## config.mk

```make
export PLATFORM = sky130hd
export DESIGN_NAME = amp_init_seq
export DESIGN_NICKNAME = d
export VERILOG_FILES = /design/src/rtl/amp_init_seq.sv
export SDC_FILE = /design/constraint.sdc
export NUM_CORES = 1
export LEC_CHECK = 0
export BUFFER_PORTS_ARGS = -buffer_cell sky130_fd_sc_hd__buf_2
export CORE_UTILIZATION = 50
export CTS_CLUSTER_SIZE = 25
export DETAILED_ROUTE_END_ITERATION = 6
export GPL_ROUTABILITY_DRIVEN = 0
export PLACE_DENSITY = 0.82
export SETUP_SLACK_MARGIN = 0.4
export SYNTH_ARGS = -nofsm -noshare
export SYNTH_HDL_FRONTEND = slang
export SYNTH_SLANG_ARGS = --single-unit
```

## constraint.sdc

```tcl
create_clock -name clk -period 6 [get_ports clk]
set_clock_uncertainty 0.15 [all_clocks]
set_input_delay 0.3 -clock clk [delete_from_list [all_inputs] [get_ports clk]]
set_output_delay 0.3 -clock clk [all_outputs]
set_load 0.05 [all_outputs]
```

## src/rtl/amp_init_seq.sv

```systemverilog
// amp_init_seq: external amplifier power-up / shutdown sequencer.
// Enables the amp, streams a {reg,data} table over I2C, then unmutes.
module amp_init_seq #(
  parameter logic [15:0] WAIT_PWRUP  = 16'd12000,
  parameter logic [15:0] WAIT_UNMUTE = 16'd1200,
  parameter int unsigned MAX_RETRY   = 2,
  parameter logic [6:0]  DEV_ADDR    = 7'h2C
) (
  input  logic        clk,
  input  logic        resetb,
  input  logic        ena,
  input  logic        start,
  input  logic        stop,
  input  logic [3:0]  tbl_len,
  output logic [3:0]  tbl_addr,
  input  logic [15:0] tbl_data,
  output logic        m_req,
  output logic [6:0]  m_dev,
  output logic [7:0]  m_reg,
  output logic [7:0]  m_data,
  input  logic        m_ack,
  input  logic        m_nack,
  output logic        amp_nenable,
  output logic        amp_nmute,
  output logic        busy,
  output logic        ready,
  output logic        err,
  output logic [3:0]  err_idx
);

  typedef enum logic [3:0] {
    S_IDLE, S_PWRUP, S_FETCH, S_LATCH, S_ISSUE,
    S_UNMUTE, S_RUN, S_MUTE, S_ERROR
  } state_t;

  localparam logic [3:0] RETRY_MAX = 4'(MAX_RETRY);

  state_t      state;
  logic [15:0] timer;
  logic [3:0]  retry;
  logic [3:0]  idx;
  logic [3:0]  len;
  logic        stop_pend;
  logic        stop_req;
  logic        go;
  logic        pwr_done;
  logic        unm_done;
  logic        halt;

  assign stop_req = stop | ~ena;
  assign go       = start & ena & ~stop;
  assign halt     = stop_req | stop_pend;
  assign m_dev    = DEV_ADDR;

  // A zero wait still spends one cycle in the state.
  assign pwr_done = ({1'b0, timer} + 17'd1) >= {1'b0, WAIT_PWRUP};
  assign unm_done = ({1'b0, timer} + 17'd1) >= {1'b0, WAIT_UNMUTE};

  always_ff @(posedge clk or negedge resetb) begin
    if (!resetb) begin
      state       <= S_IDLE;
      timer       <= '0;
      retry       <= '0;
      idx         <= '0;
      len         <= '0;
      stop_pend   <= 1'b0;
      tbl_addr    <= '0;
      m_req       <= 1'b0;
      m_reg       <= '0;
      m_data      <= '0;
      amp_nenable <= 1'b1;
      amp_nmute   <= 1'b0;
      busy        <= 1'b0;
      ready       <= 1'b0;
      err         <= 1'b0;
      err_idx     <= '0;
    end else begin
      unique case (state)
        S_IDLE, S_ERROR: begin
          if (go) begin
            state       <= S_PWRUP;
            amp_nenable <= 1'b0;
            amp_nmute   <= 1'b0;
            timer       <= '0;
            retry       <= '0;
            idx         <= '0;
            len         <= tbl_len;
            stop_pend   <= 1'b0;
            err         <= 1'b0;
            err_idx     <= '0;
            busy        <= 1'b1;
          end
        end
        S_PWRUP: begin
          if (stop_req) begin
            state <= S_MUTE;
            timer <= '0;
          end else if (pwr_done) begin
            timer <= '0;
            state <= (len != 4'd0) ? S_FETCH : S_UNMUTE;
          end else begin
            timer <= timer + 16'd1;
          end
        end
        S_FETCH: begin
          if (stop_req) begin
            state <= S_MUTE;
            timer <= '0;
          end else begin
            tbl_addr <= idx;
            state    <= S_LATCH;
          end
        end
        S_LATCH: begin
          if (stop_req) begin
            state <= S_MUTE;
            timer <= '0;
          end else begin
            m_reg  <= tbl_data[15:8];
            m_data <= tbl_data[7:0];
            state  <= S_ISSUE;
          end
        end
        S_ISSUE: begin
          if (!m_req) begin
            if (halt) begin
              state     <= S_MUTE;
              timer     <= '0;
              stop_pend <= 1'b0;
            end else begin
              m_req <= 1'b1;
            end
          end else if (m_ack) begin
            m_req     <= 1'b0;
            retry     <= '0;
            idx       <= idx + 4'd1;
            timer     <= '0;
            stop_pend <= 1'b0;
            if (halt)
              state <= S_MUTE;
            else if (idx + 4'd1 == len)
              state <= S_UNMUTE;
            else
              state <= S_FETCH;
          end else if (m_nack) begin
            m_req     <= 1'b0;
            timer     <= '0;
            stop_pend <= 1'b0;
            if (halt) begin
              state <= S_MUTE;
            end else if (retry < RETRY_MAX) begin
              retry <= retry + 4'd1;
            end else begin
              state       <= S_ERROR;
              err         <= 1'b1;
              err_idx     <= idx;
              busy        <= 1'b0;
              amp_nenable <= 1'b1;
              amp_nmute   <= 1'b0;
            end
          end else begin
            // Stop during a live write is honoured once it completes.
            stop_pend <= halt;
          end
        end
        S_UNMUTE: begin
          if (stop_req) begin
            state <= S_MUTE;
            timer <= '0;
          end else if (unm_done) begin
            state     <= S_RUN;
            amp_nmute <= 1'b1;
            ready     <= 1'b1;
            busy      <= 1'b0;
          end else begin
            timer <= timer + 16'd1;
          end
        end
        S_RUN: begin
          if (stop_req) begin
            state     <= S_MUTE;
            amp_nmute <= 1'b0;
            ready     <= 1'b0;
            busy      <= 1'b1;
            timer     <= '0;
          end
        end
        S_MUTE: begin
          if (unm_done) begin
            state       <= S_IDLE;
            amp_nenable <= 1'b1;
            busy        <= 1'b0;
          end else begin
            timer <= timer + 16'd1;
          end
        end
        default: state <= S_IDLE;
      endcase
    end
  end

endmodule
```

==> results of run 1 <==
metrics by stage:
| stage | total power [uW] | cells | cell area [sq um] | setup WS (ps) | utilization (%) |
|---|---|---|---|---|---|
| finish | 1996 | 544 | 4282 | 2886 | 58.72 |
| global route | 2107 | 544 | 4282 | 2656 | 58.72 |
| CTS | 1993 | 544 | 4282 | 2962 | 58.72 |
| detailed placement | 1615 | 524 | 4043 | 2980 | 55.44 |
| global placement | 1581 | 524 | 4043 | 3052 | 55.44 |
| floorplan | 1411 | 399 | 3807 | 3325 | - |
logic make-up after synthesis:
group	Yosys count	synth area share (%)
adder cells (fa/ha/maj)	3	0.9909
AO/OA/AOI/OAI	118	21.70
XOR/XNOR	10	2.312
flip-flops	63	41.64
multiplexers	25	7.398
buffers and inverters	39	5.548
AND/OR/NAND/NOR	134	20.21
other	2	0.1982
worst max-delay path by stage:
| stage | from | endpoint | slack, ps |
|---|---|---|---|
| after floorplan | timer[0] | state[1] | 3320 |
| after global placement | timer[0] | state[1] | 3050 |
| after detailed placement | timer[0] | timer[4] | 2980 |
| after CTS | timer[0] | timer[7] | 2960 |
| after global routing | timer[0] | timer[8] | 2660 |
| final | timer[0] | timer[2] | 2890 |
repair_timing:
action	CTS	global route
endpoints found under the hold margin	4	0
gates resized for setup	0	0
hold buffers	4	0
layout by cell type (no fill, tap or decap), types with 3 or more instances in the layout:
cell	n
sky130_fd_sc_hd__nor2_1	20
sky130_fd_sc_hd__o21ai_0	22
sky130_fd_sc_hd__o31ai_1	6
sky130_fd_sc_hd__o21a_1	7
sky130_fd_sc_hd__a211oi_1	4
sky130_fd_sc_hd__and4b_1	3
sky130_fd_sc_hd__nand4_1	5
sky130_fd_sc_hd__and2_1	3
sky130_fd_sc_hd__o22ai_1	5
sky130_fd_sc_hd__nand3_1	15
sky130_fd_sc_hd__a22o_1	5
sky130_fd_sc_hd__mux2_2	20
sky130_fd_sc_hd__xnor2_1	9
sky130_fd_sc_hd__o21bai_1	6
sky130_fd_sc_hd__dfrtp_1	62
sky130_fd_sc_hd__nand2_1	45
sky130_fd_sc_hd__a21oi_1	23
sky130_fd_sc_hd__o31a_1	3
sky130_fd_sc_hd__mux2i_1	4
sky130_fd_sc_hd__and3_1	4
sky130_fd_sc_hd__inv_1	7
sky130_fd_sc_hd__nor3_1	5
sky130_fd_sc_hd__buf_2	56
sky130_fd_sc_hd__o21ai_1	7
sky130_fd_sc_hd__clkbuf_8	10
sky130_fd_sc_hd__dlygate4sd3_1	4
sky130_fd_sc_hd__conb_1	7
sky130_fd_sc_hd__ha_1	3
sky130_fd_sc_hd__nand4b_1	3
sky130_fd_sc_hd__a31oi_1	5
power breakdown:
group	leakage, uW	switching [uW]	internal, uW
clock network	0.000103	174	203
logic	0.00101	614	309
registers	0.000805	151	544
total	0.00192	939	1060
area by class of cell:
cell class | instances | share of cell area, %
inverter | 7 | 0.6137
clock buffer | 11 | 3.302
clock inverter | 5 | 1.344
sequential | 63 | 36.85
timing repair buffer | 62 | 7.832
multi-input combinational | 297 | 47.17
tap | 99 | 2.893
layer usage:
metal  share of wire (%)  track usage, %
met4                 3.0           11.54
met5                   0               0
met1                  43           31.67
met3                 6.3           6.464
met2                  48           36.92
worst max-delay path: stages, from the launching register on:
cell and delay [ps]:
sky130_fd_sc_hd__dfrtp_1 480, sky130_fd_sc_hd__ha_1 450, sky130_fd_sc_hd__nand2_1 210, sky130_fd_sc_hd__a211oi_1 360
sky130_fd_sc_hd__o22ai_2 140, sky130_fd_sc_hd__a21oi_1 230, sky130_fd_sc_hd__nand4_4 220, sky130_fd_sc_hd__a21o_1 410
sky130_fd_sc_hd__o21ai_0 220, sky130_fd_sc_hd__o21ai_0 100
==> results.sh, run 1 <==
export IMPL_run_status="finished, violations left"
export IMPL_violations="negative hold slack"
export IMPL_number_of_enable_type_register_cells_in_the_synthesized_netlist=0
export IMPL_die_area_sq_um=7929
export IMPL_clockRootBuffer="sky130_fd_sc_hd__clkbuf_8"
export IMPL_timing_max_cap_violations=0
export IMPL_power_static_leakage_uw=0.001923
export IMPL_synth_main_ff_cell="sky130_fd_sc_hd__dfrtp_1"
export IMPL_whs_ps=-16.40
export IMPL_unrepaired_setup_endpoints_after_global_routing="false"
export IMPL_cell_depth_of_the_worst_flop_to_flop_path=9
export IMPL_largest_net_degree_at_the_start_of_global_routing=64
export IMPL_timing_final_hold_violations=47
export IMPL_syn2layout_area_growth_pct=13.01
export IMPL_cts_buffers=9
export IMPL_cts_max_path_buffers=2
export IMPL_fillers=643
export IMPL_synthesis_yosys_warnings=0
export IMPL_worstReg2RegStart="timer[0]"
export IMPL_fin_crit_sh_pct=51.90
export IMPL_first_global_vias=3080
export IMPL_buffer_ports_inserted=56
export IMPL_die_width_microns=89.05
export IMPL_synth_largest_type_area_fraction_pct=40.95
export IMPL_postSynthAreaPerCell_sq_um=9.616
export IMPL_timing_final_max_slew_violations=0
export IMPL_grt_antenna_before_repair=0
export IMPL_route_detailed_wl_per_inst_microns=16.42
export IMPL_min_delay_path_class="input pin to asynchronous set/reset pin"
export IMPL_worst_setup_path_end_kind="flop"
export IMPL_rr_endpoint="timer[2]"
export IMPL_drt_first_pass_iters=5
export IMPL_initial_utilization_pct=51.96
export IMPL_synthArstFlopShare_pct=100.0
export IMPL_cts_sink_count=63
export IMPL_clkSlewWorstSetupHoldPaths_ps=80
export IMPL_synth_top_area_cell="sky130_fd_sc_hd__dfrtp_1"
export IMPL_critical_path_class="flop to flop"
export IMPL_irDropWorstVdd_mv=0.3287
export IMPL_insertion_delay_ps=350
export IMPL_yosys_top_cells_area="sky130_fd_sc_hd__dfrtp_1, sky130_fd_sc_hd__mux2_2, sky130_fd_sc_hd__nand2_1"
export IMPL_netlist_area_sq_um=3789
export IMPL_post_synth_inst_count=394
export IMPL_drtIter0Drc=371
export IMPL_worst_r2r_setup_slack_ps=2890
export IMPL_slew_limit_headroom_pct=33.66
export IMPL_boundaryPins=64
export IMPL_post_route_cells_drive_above_1_share_pct=26.52
export IMPL_cts_tree="built"
export IMPL_post_detailed_placement_half_perimeter_wirelength_microns=6105
export IMPL_netlist_cell_types=73
export IMPL_synth_seq_area_share_pct=41.64
export IMPL_insertedDiodeCount=0
export IMPL_vias=3359
export IMPL_power_per_cell_area_nw_per_um2=466.1
export IMPL_route_detailed_drc=0
export IMPL_transition_time_at_the_pin_with_the_least_slew_margin_ps=987.5
export IMPL_detail_route_vias_per_cell=6.175
export IMPL_synth_most_common_cell="sky130_fd_sc_hd__dfrtp_1"
export IMPL_global_route_overflow_total=0
export IMPL_grt_first_pass_wirelength_microns=14430
export IMPL_clock_tree_htree_level_count=3
export IMPL_setup_viol_count_final=0
export IMPL_post_cts_setup_buffers=0
export IMPL_core_area_sq_um=7292
export IMPL_die_h_microns=89.05
export IMPL_ant_nets=0
export IMPL_largest_register_ffs=16
export IMPL_floorplan_rows=31
export IMPL_timing_critical_path_fanout_max=12
export IMPL_grt_total_usage_pct=24.01
export IMPL_critPathLaunchType="flop"
export IMPL_ys_seq_elements=63
export IMPL_maximum_clock_rate_ghz=0.3211
export IMPL_layout_nets=470
export IMPL_finalWorstPathRequiredPeriod_ps=3114
export IMPL_yosys_top_cells_count="sky130_fd_sc_hd__dfrtp_1, sky130_fd_sc_hd__nand2_1, sky130_fd_sc_hd__a21oi_1"
export IMPL_routed_wirelength_microns=8931
export IMPL_arr_time_crit_path_ps=3180
export IMPL_cp_data_required_time_ps=6060
export IMPL_setup_tns_ps=0
export IMPL_multiInputGateArea_sq_um=2019
export IMPL_sequential_cell_area_sq_um=1578
(Power assumes the default switching activity.)
==> run 2, diff against run 1 <==
- ABC_AREA: unset -> 1
- PLACE_DENSITY: 0.82 -> 0.83
- clock period: 6 -> 3.09 ns (I/O delays scaled with it)
==> run 2 against run 1 <==
Compared with the run above: the flow now finishes without violations; synthesized cell count increased by 17%; combinational power increased by 120%; flip-flop and latch count unchanged; critical path type unchanged; area after synthesis decreased by 5.6%; cell area increased by 3.5%; count of clock-buffer cells in the layout decreased by 1; largest power group unchanged; clock power increased by 100%; wire length decreased by 2.0%; non-clock buffer count increased by 21; total power increased by 100%; hold slack improved by 31 ps.
==> results.sh, run 2 <==
export IMPL_run_status="completed"
export IMPL_insertion_delay_ps=340
export IMPL_slew_limit_headroom_pct=54.76
export IMPL_cp_data_required_time_ps=3160
export IMPL_netlist_cell_types=36
export IMPL_die_width_microns=86.59
export IMPL_layout_nets=582
export IMPL_post_detailed_placement_half_perimeter_wirelength_microns=6301
export IMPL_vias=3404
export IMPL_setup_viol_count_final=0
export IMPL_dp_cells=613
export IMPL_die_h_microns=86.59
export IMPL_largest_register_ffs=16
export IMPL_yosys_top_cells_count="sky130_fd_sc_hd__nand2_1, sky130_fd_sc_hd__dfrtp_1, sky130_fd_sc_hd__inv_1"
export IMPL_buffer_ports_inserted=56
export IMPL_hold_path_depth=5
export IMPL_power_static_leakage_uw=0.002177
export IMPL_global_route_overflow_total=0
export IMPL_ant_nets=0
export IMPL_post_synth_inst_count=462
export IMPL_boundaryPins=64
export IMPL_synth_seq_area_share_pct=44.11
export IMPL_power_per_cell_area_nw_per_um2=901.1
export IMPL_arr_time_crit_path_ps=2570
export IMPL_final_cell_mix="sky130_fd_sc_hd__nand2_1, sky130_fd_sc_hd__dfrtp_1, sky130_fd_sc_hd__buf_2, sky130_fd_sc_hd__inv_1, sky130_fd_sc_hd__nor2_1"
export IMPL_startpoint="timer[0]"
export IMPL_ys_seq_elements=63
export IMPL_largest_net_degree_at_the_start_of_global_routing=34
export IMPL_capture_endpoint_of_the_worst_hold_path="len[3]"
export IMPL_cts_max_path_buffers=2
export IMPL_core_area_sq_um=6869
export IMPL_cell_depth_of_the_worst_flop_to_flop_path=13
export IMPL_netlist_area_sq_um=3577
export IMPL_critPathLaunchType="flop"
export IMPL_detail_route_vias_per_cell=5.213
export IMPL_timing_final_max_slew_violations=0
export IMPL_post_route_cells_drive_above_1_share_pct=22.08
export IMPL_whs_ps=14.51
export IMPL_unrepaired_setup_endpoints_after_global_routing="false"
export IMPL_timing_final_hold_violations=0
export IMPL_number_of_cells_in_the_finished_layout_apart_from_fillers=653
export IMPL_fin_crit_sh_pct=80.81
export IMPL_clkSlewWorstSetupHoldPaths_ps=70
export IMPL_route_detailed_wl_per_inst_microns=13.41
export IMPL_worst_r2r_setup_slack_ps=590
export IMPL_syn2layout_area_growth_pct=23.89
export IMPL_drtIter0Drc=272
export IMPL_rr_endpoint="timer[6]"
export IMPL_timing_max_cap_violations=0
export IMPL_critical_path_class="flop to flop"
export IMPL_layout_commonest_cell="sky130_fd_sc_hd__nand2_1"
export IMPL_synthArstFlopShare_pct=100.0
export IMPL_worstReg2RegStart="timer[0]"
export IMPL_clockRootBuffer="sky130_fd_sc_hd__clkbuf_8"
export IMPL_grt_antenna_before_repair=0
export IMPL_cts_buffers=9
export IMPL_synth_most_common_cell="sky130_fd_sc_hd__nand2_1"
export IMPL_worst_setup_path_end_kind="flop"
export IMPL_fin_total_pwr_uw=3993
export IMPL_synthesis_yosys_warnings=0
export IMPL_grt_total_usage_pct=24.76
export IMPL_min_delay_path_class="input pin to flop"
export IMPL_postSynthAreaPerCell_sq_um=7.743
export IMPL_yosys_top_cells_area="sky130_fd_sc_hd__dfrtp_1, sky130_fd_sc_hd__nand2_1, sky130_fd_sc_hd__inv_1"
export IMPL_timing_critical_path_fanout_max=8
export IMPL_finalWorstPathRequiredPeriod_ps=2497
export IMPL_synth_largest_type_area_fraction_pct=43.37
export IMPL_cts_sink_count=63
export IMPL_setup_tns_ps=0
export IMPL_timing_hold_worst_start="stop"
export IMPL_synth_main_ff_cell="sky130_fd_sc_hd__dfrtp_1"
export IMPL_synth_top_area_cell="sky130_fd_sc_hd__dfrtp_1"
export IMPL_floorplan_rows=30
export IMPL_route_detailed_drc=0
export IMPL_number_of_enable_type_register_cells_in_the_synthesized_netlist=0
export IMPL_die_area_sq_um=7497
export IMPL_maximum_clock_rate_ghz=0.4005
export IMPL_transition_time_at_the_pin_with_the_least_slew_margin_ps=677.0
export IMPL_irDropWorstVdd_mv=0.5170
export IMPL_initial_utilization_pct=52.08
export IMPL_clock_tree_htree_level_count=3
export IMPL_grt_first_pass_wirelength_microns=14430
export IMPL_routed_wirelength_microns=8756
export IMPL_first_global_vias=3236
export IMPL_cts_tree="built"
export IMPL_drt_first_pass_iters=6
export IMPL_insertedDiodeCount=0
[run 2: changes by cell type in the layout (fill, tap and decap cells not counted), moves of 7 or more]
cell / before / now
sky130_fd_sc_hd__dlygate4sd3_1: 4 / 22
sky130_fd_sc_hd__inv_1: 7 / 53
sky130_fd_sc_hd__xnor2_1: 9 / 2
sky130_fd_sc_hd__nand2_1: 45 / 127
sky130_fd_sc_hd__nor2_1: 20 / 51
sky130_fd_sc_hd__a21oi_1: 23 / 16
sky130_fd_sc_hd__nand3_1: 15 / 27
[run 2: where the power goes]
group	internal [uW]	total [uW]	leakage, uW	switching (uW)
clock	451	773	0.000102	322
combinational	587	2000	0.00125	1410
sequential	1070	1220	0.000826	151
[run 2: repair_timing]
action | in CTS | in global routing
endpoints found under the setup margin | 0 | 11
hold endpoints to repair | 50 | 0
hold buffers | 22 | 0
setup buffers | 0 | 2
gates resized for setup | 0 | 1
[run 2: layout make-up]
type	count	area [sq um]
inverters	58	222.7
well taps	96	120.1
fillers	584	2437
flip-flops and latches	63	1579
repair buffers	83	563.0
multi-input cells	337	1734
clock inverters	6	85.08
clock buffers	10	127.6
[run 2: cells by family after synthesis]
kind of cell	count (synthesis)	synth area share, %
and+or+nand+nor	242	29.73
buffers and inverters	67	7.939
AOI/OAI and AO/OA	63	10.46
DFF	63	44.11
muxes	16	5.037
xor gates and xnor gates	6	1.469
adders and majority gates	3	1.049
other	2	0.2099
[run 2: worst max-delay path, stage by stage (launching register included)]
cell and delay [ps]:
sky130_fd_sc_hd__dfrtp_2 440, sky130_fd_sc_hd__ha_1 240, sky130_fd_sc_hd__nand2_1 120, sky130_fd_sc_hd__nor2_4 190, sky130_fd_sc_hd__nand2_1 70, sky130_fd_sc_hd__nand2_1 70, sky130_fd_sc_hd__nand2_1 100, sky130_fd_sc_hd__nand2_2 90
sky130_fd_sc_hd__nand3_1 120, sky130_fd_sc_hd__nor2_4 200, sky130_fd_sc_hd__nand2_4 110, sky130_fd_sc_hd__a21oi_4 260, sky130_fd_sc_hd__buf_12 160, sky130_fd_sc_hd__o21ai_0 70
[run 2: per-stage QoR]
| stage | worst slack, ps | cell area [sq um] | util, % |
|---|---|---|---|
| after CTS | 471.8 | 4390 | 63.92 |
| after global placement | 627.2 | 3958 | 57.61 |
| after detailed placement | 486.9 | 3958 | 57.61 |
| after global routing | 405.6 | 4432 | 64.52 |
| final | 593.0 | 4432 | 64.52 |
| after floorplan | 836.6 | 3596 | - |
[run 2: layer usage]
layer | share of wire (%) | GRT usage (%) | vias up
met4 | 2.4 | 8.030 | 0
met2 | 50 | 43.29 | 140
met5 | 0 | 0 | -
met1 | 41 | 30.14 | 1577
met3 | 6.4 | 5.905 | 30
li1 | - | - | 1657
[run 2: worst max path at each step]
stage | endpoint | slack, ps | depth (start not counted)
after floorplan | timer[4] | 840 | 14
after global placement | timer[4] | 630 | 14
after detailed placement | timer[11] | 490 | 14
after CTS | timer[11] | 470 | 14
after global routing | state[1] | 410 | 12
final | timer[6] | 590 | 13
